==> src/rtl/step_cmd_pkg.sv <==
// step_cmd_pkg: shared types and constants for the step/dir command generator.
//   step_state_e    : engine FSM states
//   step_cmd_t      : decoded 32-bit command word (DIR, PERIOD, COUNT)
//   CMD_*           : bit positions of the command fields
//   DEF_*           : default STEP high time and DIR setup time
//   eff_period()    : clamps PERIOD so the LOW phase is never shorter than the HIGH phase
package step_cmd_pkg;

  typedef enum logic [1:0] {
    ST_IDLE  = 2'd0,
    ST_SETUP = 2'd1,
    ST_HIGH  = 2'd2,
    ST_LOW   = 2'd3
  } step_state_e;

  localparam int CMD_DIR_BIT = 31;
  localparam int CMD_PER_MSB = 30;
  localparam int CMD_PER_LSB = 16;
  localparam int CMD_CNT_MSB = 15;
  localparam int CMD_CNT_LSB = 0;

  localparam int DEF_PULSE_WIDTH = 4;
  localparam int DEF_DIR_SETUP   = 2;

  typedef struct packed {
    logic        dir;
    logic [14:0] period;
    logic [15:0] count;
  } step_cmd_t;

  // PER = max(PERIOD, 2*PULSE_WIDTH), unsigned
  function automatic logic [15:0] eff_period(input logic [14:0] period,
                                             input int pulse_width);
    logic [15:0] min_per;
    logic [15:0] p;
    min_per = 16'(2 * pulse_width);
    p       = {1'b0, period};
    return (p > min_per) ? p : min_per;
  endfunction

endpackage

==> src/rtl/step_cmd_fifo.sv <==
// step_cmd_fifo: synchronous first-word-fall-through FIFO for step commands.
//   CLK, RST_N : clock, async active-low reset
//   push       : enqueue wr_data (ignored when full or flushing)
//   pop        : dequeue head (ignored when empty or flushing)
//   flush      : drop all entries this cycle; wins over push and pop
//   rd_data    : current head entry (valid when !empty)
//   full/empty : derived from the registered level
//   level      : number of entries queued
module step_cmd_fifo #(
  parameter int WIDTH = 32,
  parameter int AW    = 2
) (
  input  logic             CLK,
  input  logic             RST_N,
  input  logic             push,
  input  logic [WIDTH-1:0] wr_data,
  input  logic             pop,
  input  logic             flush,
  output logic [WIDTH-1:0] rd_data,
  output logic             full,
  output logic             empty,
  output logic [AW:0]      level
);
  localparam int DEPTH = 1 << AW;

  logic [DEPTH-1:0][WIDTH-1:0] mem;
  logic [AW-1:0]               wr_ptr, rd_ptr;
  logic                        do_push, do_pop;

  // full comes from a register, so a push while full is dropped even if a
  // pop frees a slot in the same cycle
  assign full    = (level == (AW+1)'(DEPTH));
  assign empty   = (level == '0);
  assign do_push = push & ~full  & ~flush;
  assign do_pop  = pop  & ~empty & ~flush;
  assign rd_data = mem[rd_ptr];

  always_ff @(posedge CLK or negedge RST_N) begin
    if (!RST_N) begin
      wr_ptr <= '0;
      rd_ptr <= '0;
      level  <= '0;
    end else if (flush) begin
      wr_ptr <= '0;
      rd_ptr <= '0;
      level  <= '0;
    end else begin
      if (do_push) wr_ptr <= wr_ptr + 1'b1;
      if (do_pop)  rd_ptr <= rd_ptr + 1'b1;
      case ({do_push, do_pop})
        2'b10:   level <= level + 1'b1;
        2'b01:   level <= level - 1'b1;
        default: level <= level;
      endcase
    end
  end

  always_ff @(posedge CLK) begin
    if (do_push) mem[wr_ptr] <= wr_data;
  end

endmodule

==> src/rtl/step_cmd_gen.sv <==
// step_cmd_gen: queues 32-bit motion commands from PCI IO writes and turns each
// into a STEP/DIR pulse train for one axis driver.
//   CLK, RST_N    : PCI clock, async active-low reset
//   WR_EN/WR_DATA : command write; [31]=DIR, [30:16]=PERIOD, [15:0]=COUNT
//   ENABLE        : engine may pop new commands
//   ABORT         : flush queue, stop after any in-flight STEP pulse
//   STEP_O/DIR_O  : axis driver outputs
//   BUSY          : engine not idle
//   DONE_PULSE    : one cycle per completed command (never on abort)
//   FIFO_FULL/FIFO_EMPTY/FIFO_LEVEL : queue status
//   OVERFLOW      : sticky, write seen while full; cleared by ABORT
//   POSITION      : signed step position
// Build option: define STEP_POSITION_COUNTER_EN to build the position counter;
// otherwise POSITION is tied to zero.
module step_cmd_gen
  import step_cmd_pkg::*;
#(
  parameter int FIFO_AW     = 2,
  parameter int PULSE_WIDTH = DEF_PULSE_WIDTH,
  parameter int DIR_SETUP   = DEF_DIR_SETUP
) (
  input  logic             CLK,
  input  logic             RST_N,
  input  logic             WR_EN,
  input  logic [31:0]      WR_DATA,
  input  logic             ENABLE,
  input  logic             ABORT,
  output logic             STEP_O,
  output logic             DIR_O,
  output logic             BUSY,
  output logic             DONE_PULSE,
  output logic             FIFO_FULL,
  output logic             FIFO_EMPTY,
  output logic [FIFO_AW:0] FIFO_LEVEL,
  output logic             OVERFLOW,
  output logic [31:0]      POSITION
);
  localparam logic [15:0] PW_LAST = 16'(PULSE_WIDTH - 1);
  localparam logic [15:0] DS_LAST = 16'(DIR_SETUP - 1);

  step_state_e state, state_nxt;
  logic [31:0] fifo_rd;
  step_cmd_t   head;
  logic        pop_go;
  logic [15:0] tmr, per_q, cnt_q, low_last;
  logic        dir_q, done_q, abort_pend, ovf_q;
  logic        hi_end, low_end;

  step_cmd_fifo #(.WIDTH(32), .AW(FIFO_AW)) u_fifo (
    .CLK     (CLK),
    .RST_N   (RST_N),
    .push    (WR_EN),
    .wr_data (WR_DATA),
    .pop     (pop_go),
    .flush   (ABORT),
    .rd_data (fifo_rd),
    .full    (FIFO_FULL),
    .empty   (FIFO_EMPTY),
    .level   (FIFO_LEVEL)
  );

  assign head.dir    = fifo_rd[CMD_DIR_BIT];
  assign head.period = fifo_rd[CMD_PER_MSB:CMD_PER_LSB];
  assign head.count  = fifo_rd[CMD_CNT_MSB:CMD_CNT_LSB];

  assign pop_go   = (state == ST_IDLE) & ENABLE & ~FIFO_EMPTY & ~ABORT;
  assign low_last = per_q - 16'(PULSE_WIDTH) - 16'd1;
  assign hi_end   = (tmr == PW_LAST);
  assign low_end  = (tmr == low_last);

  // state register
  always_ff @(posedge CLK or negedge RST_N) begin
    if (!RST_N) state <= ST_IDLE;
    else        state <= state_nxt;
  end

  // next state
  always_comb begin
    state_nxt = state;
    case (state)
      ST_IDLE:
        if (pop_go && head.count != '0)
          state_nxt = (head.dir != dir_q) ? ST_SETUP : ST_HIGH;
      ST_SETUP:
        if (ABORT)                state_nxt = ST_IDLE;
        else if (tmr == DS_LAST)  state_nxt = ST_HIGH;
      // an abort during HIGH is remembered so the pulse is never cut short
      ST_HIGH:
        if (hi_end) state_nxt = (ABORT || abort_pend) ? ST_IDLE : ST_LOW;
      ST_LOW:
        if (ABORT)        state_nxt = ST_IDLE;
        else if (low_end) state_nxt = (cnt_q == 16'd1) ? ST_IDLE : ST_HIGH;
      default: state_nxt = ST_IDLE;
    endcase
  end

  // outputs
  always_comb begin
    STEP_O = (state == ST_HIGH);
    BUSY   = (state != ST_IDLE);
  end

  assign DIR_O      = dir_q;
  assign DONE_PULSE = done_q;
  assign OVERFLOW   = ovf_q;

  // datapath
  always_ff @(posedge CLK or negedge RST_N) begin
    if (!RST_N) begin
      tmr        <= '0;
      per_q      <= '0;
      cnt_q      <= '0;
      dir_q      <= 1'b0;
      done_q     <= 1'b0;
      abort_pend <= 1'b0;
      ovf_q      <= 1'b0;
    end else begin
      // per-state dwell counter, restarts on every state change
      tmr <= (state_nxt != state || state == ST_IDLE) ? '0 : tmr + 16'd1;

      if (pop_go) begin
        per_q <= eff_period(head.period, PULSE_WIDTH);
        cnt_q <= head.count;
        if (head.count != '0) dir_q <= head.dir;
      end else if (state == ST_LOW && low_end && !ABORT) begin
        cnt_q <= cnt_q - 16'd1;
      end

      done_q <= (pop_go && head.count == '0) ||
                (state == ST_LOW && low_end && !ABORT && cnt_q == 16'd1);

      abort_pend <= (state == ST_HIGH) && (state_nxt == ST_HIGH) &&
                    (ABORT || abort_pend);

      if (ABORT)                   ovf_q <= 1'b0;
      else if (WR_EN && FIFO_FULL) ovf_q <= 1'b1;
    end
  end

`ifdef STEP_POSITION_COUNTER_EN
  logic [31:0] pos_q;
  // dir_q already holds the command direction on every entry into HIGH
  always_ff @(posedge CLK or negedge RST_N) begin
    if (!RST_N) pos_q <= '0;
    else if (state_nxt == ST_HIGH && state != ST_HIGH)
      pos_q <= dir_q ? pos_q - 32'd1 : pos_q + 32'd1;
  end
  assign POSITION = pos_q;
`else
  assign POSITION = '0;
`endif

endmodule

==> config.mk <==
export PLATFORM = sky130hd
export DESIGN_NAME = step_cmd_gen
export DESIGN_NICKNAME = d
export VERILOG_FILES = /design/src/rtl/step_cmd_pkg.sv /design/src/rtl/step_cmd_fifo.sv /design/src/rtl/step_cmd_gen.sv
export SDC_FILE = /design/constraint.sdc
export NUM_CORES = 1
export LEC_CHECK = 0
export BUFFER_PORTS_ARGS = -buffer_cell sky130_fd_sc_hd__buf_2
export CAP_MARGIN = 10
export CORE_MARGIN = 4
export CORE_UTILIZATION = 40
export DETAILED_ROUTE_END_ITERATION = 7
export GPL_TIMING_DRIVEN = 0
export HOLD_SLACK_MARGIN = 0.08
export SLEW_MARGIN = 20
export SYNTH_ARGS = -nofsm -noshare
export SYNTH_HDL_FRONTEND = slang
export SYNTH_SLANG_ARGS = --single-unit
==> constraint.sdc <==
create_clock -name CLK -period 2.7 [get_ports CLK]
set_input_delay 0.135 -clock CLK [delete_from_list [all_inputs] [get_ports CLK]]
set_output_delay 0.135 -clock CLK [all_outputs]
set_load 0.03 [all_outputs]
==> results by group <==
Status
  – Result of the run: finished, violations left
  – Violations in the final reports: negative setup slack

GRT
  – Global-route wire length before repair: 29.21 mm
  – Pin count of the biggest net entering global routing: 61
  – Initial antenna violation count: 0
  – Total gr overflow: 0
  – Overall track demand over capacity in global routing: 15.48%
  – Vias in the first global route: 5550

Drt
  – Number of DRC markers in iteration 0: 377
  – Via-per-instance ratio: 5.079
  – Detailed-route wire length: 17.87 mm
  – Router iterations before antenna repair: 5
  – Via count: 5409
  – Post-DRT Antenna Nets: 0
  – Number of design rule violations left after detail routing: 0
  – Drt wl/cell: 16.78 microns

Clocking
  – H-Tree Level Count: 4
  – Source-to-sink clock delay at the later pin of the worst-skew pair: 430 ps
  – Clock transition at the registers of the reported paths: 70 ps
  – Clock net sink count: 188
  – CTS tree: built
  – Largest buffer count on any clock path: 2
  – Clock buffer count from CTS: 17
  – Clk root buf: clkbuf_16

Synth
  – Top FF cell, synth: edfxtp_1
  – Top cells by area, synth: edfxtp_1 45%, dfrtp_1 18%, mux4_2 8.4%
  – Total of warnings raised by yosys: 0
  – Yosys top cell by area: edfxtp_1
  – Share of the yosys chip area belonging to registers: 62.58%
  – Post-synth cell types: 57
  – Average instance area after synthesis: 13.76 sq um
  – Number of synthesized register bits: 188
  – Share of the synthesized area in the top cell type: 45.00%
  – Cell count after synthesis: 621
  – Post-synthesis instance area: 0.008542 sq mm
  – Number of enable-type register cells in the synthesized netlist: 128
  – Async set-reset flop share out of synthesis: 31.91%

STA
  – Worst slew slack as a fraction of its limit: 46.67%
  – Share of the clock period used by the worst path after layout: 106.6%
  – Number of hold violations in the final report: 0
  – Fmax achieved: 347.5 MHz
  – Measured slew at the worst slew-check pin: 799.9 ps
  – Clock period minus final worst setup slack: 2877 ps
  – Fin worst setup slack: -177.4 ps
  – # setup viols final: 32
  – Worst Clk Skew: 9.806 ps
  – Unrepaired setup endpoints after global routing: true
  – Sum Neg Setup Slack: -3911 ps
  – Max Slew Vio Count: 0

Floorplan
  – Initial core utilization: 40.63%
  – Die Outline Area: 0.02376 sq mm
  – Total core area: 0.02102 sq mm
  – Vertical extent of the die: 154.1 microns
  – Boundary Pins: 79
  – Chip width: 154.1 microns
  – Number of rows created at floorplan: 53

Worst setup path
  – Slowest cell on the critical path: or4_4
  – Type of the worst setup path: reg -> reg
  – Biggest cell delay along the critical path: 530 ps
  – Worst Path Arrival: 3220 ps
  – WP buf/inv: 1
  – Category of the worst setup path launch point: flip-flop
  – Critical Path Fanout Max: 5
  – Critical path's top delay family: simple AND/OR/NAND/NOR gates
  – Cell-by-cell listing of the critical path: or4_4, xor2_1, nor4_1, o21ai_1, nor4_4, buf_6, nand2_4, or4_1, a31oi_1
  – Crit end category: flip-flop
  – CP required: 3040 ps
  – Worst-case register-to-register setup slack: -180 ps
  – Depth of the most critical reg-to-reg path: 9
  – Stages on worst setup path: 9

Place
  – HPWL reported at the end of detailed placement: 12.23 mm
  – Final weighted congestion in routability-driven placement: 0.8377
  – Post-placement cell area: 0.009366 sq mm
  – Input/output buffers: 46

Power and ir drop
  – Part of the power in the clock network: 26.1%
  – Share of power burned in registers: 42.2%
  – Share of power burned in combinational logic: 31.7%
  – Worst voltage drop across the vdd grid: 0.5445 mV
  – Int Power: 6102 uW
  – Net switching power figure: 3086 uW
  – P_leak: 0.004004 uW
  – Switching share of power: 33.59%
  – Total power density per cell area: 855.7 mW/mm^2

Cells and area
  – Fraction of layout cells with a size suffix above 1: 29.11%
  – Final #Nets: 826
  – Final non-filler cell area: 0.01074 sq mm
  – Antenna fix cells: 0
  – P&R area growth vs syn: 25.71%
  – Final cell utilization of the core: 51.08%
  – Commonest cells after routing, fill and taps aside: 128 x edfxtp_1, 56 x nor2_1, 55 x dfrtp_1
  – Commonest non-fill, non-tap cell in the layout: edfxtp_1

Job
  – Reported max-cap violation count: 0

Hold path
  – Type of the tightest min-delay check: in -> reg
  – Worst hold stages: 3
==> metal layers <==
metal	vias up	global-route usage, %	share of wire (%)
li1	2563	-	-
met1	2664	20.62	44
met2	156	25.31	49
met3	26	3.237	4.9
met4	0	5.383	2.0
met5	-	0	0
==> cell families (layout without fill, tap and decap cells) <==
logic type                 Yosys count  in the layout  synth area share, %
other                                1             32              0.04390
muxes                               37             37                9.038
adders and majority gates           10             10                1.553
DFF                                188            188                62.58
and+or+nand+nor                    211            212                12.93
xor gates and xnor gates            43             43                4.409
buffers and inverters               70            207                4.746
AOI/OAI and AO/OA                   61             61                4.702
==> per-stage QoR <==
step / setup WS, ps / hold slack [ps] / total power (uW) / cells
5_1_grt: -258.3 / 125.8 / 9722 / 1065
4_1_cts: -171.1 / 107.7 / 8969 / 1047
3_3_place_gp: -442.0 / 344.2 / 6255 / 973
3_5_place_dp: -437.2 / 285.0 / 6365 / 977
2_1_floorplan: -36.80 / -160.6 / 5699 / 652
6_report: -177.4 / 128.5 / 9188 / 1065
==> what timing repair did <==
item | in CTS | in global routing
hold endpoints to repair | 189 | 0
hold buffers | 34 | 0
resized for setup | 27 | 49
endpoints found under the setup margin | 42 | 41
pin swaps | 16 | 16
setup buffers | 6 | 16
gates cloned | 1 | 2
==> power groups by stage <==
stage	combinational, uW	clock [uW]	sequential, uW
2_1_floorplan	1830	0	3860
3_3_place_gp	2380	0	3880
3_5_place_dp	2460	0	3900
4_1_cts	2670	2450	3840
5_1_grt	3220	2580	3930
6_report	2920	2400	3870
==> final timing paths <==
path,startpoint,end
min in group asynchronous,RST_N,tmr[9]$_DFF_PN0_
worst max-delay path,per_q[10]$_DFFE_PN0P_,cnt_q[12]$_DFFE_PN0P_
worst min-delay path,ABORT,state[0]$_DFF_PN0_
worst min register to register,OVERFLOW$_DFFE_PN0P_,OVERFLOW$_DFFE_PN0P_
max in group asynchronous,RST_N,u_fifo.rd_ptr[0]$_DFFE_PN0P_
worst max register to register,per_q[10]$_DFFE_PN0P_,cnt_q[12]$_DFFE_PN0P_
==> tightest hold or removal path, delay by kind of cell <==
family | cells | cell delay [ps]
compound gates | 1 | 120
buf+inv | 1 | 140
simple gates | 1 | 120
==> state kept, by name, indices dropped and copies added, names as in the netlist <==
name           flops
DIR_O              1
DONE_PULSE         1
OVERFLOW           1
abort_pend         1
cnt_q             16
per_q             15
state              2
tmr               16
u_fifo.level       3
u_fifo.mem       128
u_fifo.rd_ptr      2
u_fifo.wr_ptr      2
==> area by class of cell <==
type	count	area, sq um
Clock inverter	12	132.6
Inverter	13	48.80
Tap cell	275	344.1
Sequential cell	188	5351
Fill cell	1750	10280
Multi-Input combinational cell	395	3173
Buffer	56	382.9
Timing Repair Buffer	108	875.8
Clock buffer	18	429.2
==> cell usage after synthesis (all sizes together) (2+ instances only) <==
cell / instances
nand3b: 3
and2: 6
nand3: 16
clkbuf: 17
nor3b: 3
nand2: 54
inv: 13
nor2b: 5
mux4: 32
or4: 9
dfrtp: 60
xnor2: 27
nor3: 7
buf: 40
o32ai: 2
and4: 2
and4b: 2
or3: 14
nor2: 56
o31ai: 8
o21ai: 16
a31oi: 13
nor4b: 2
mux2i: 4
and3: 5
o211ai: 2
nor4: 15
xor2: 16
a21oi: 10
edfxtp: 128
nand4: 2
ha: 9
nand2b: 5
or2: 3
a211oi: 2
No activity file was read; power rests on OpenSTA's default activity.
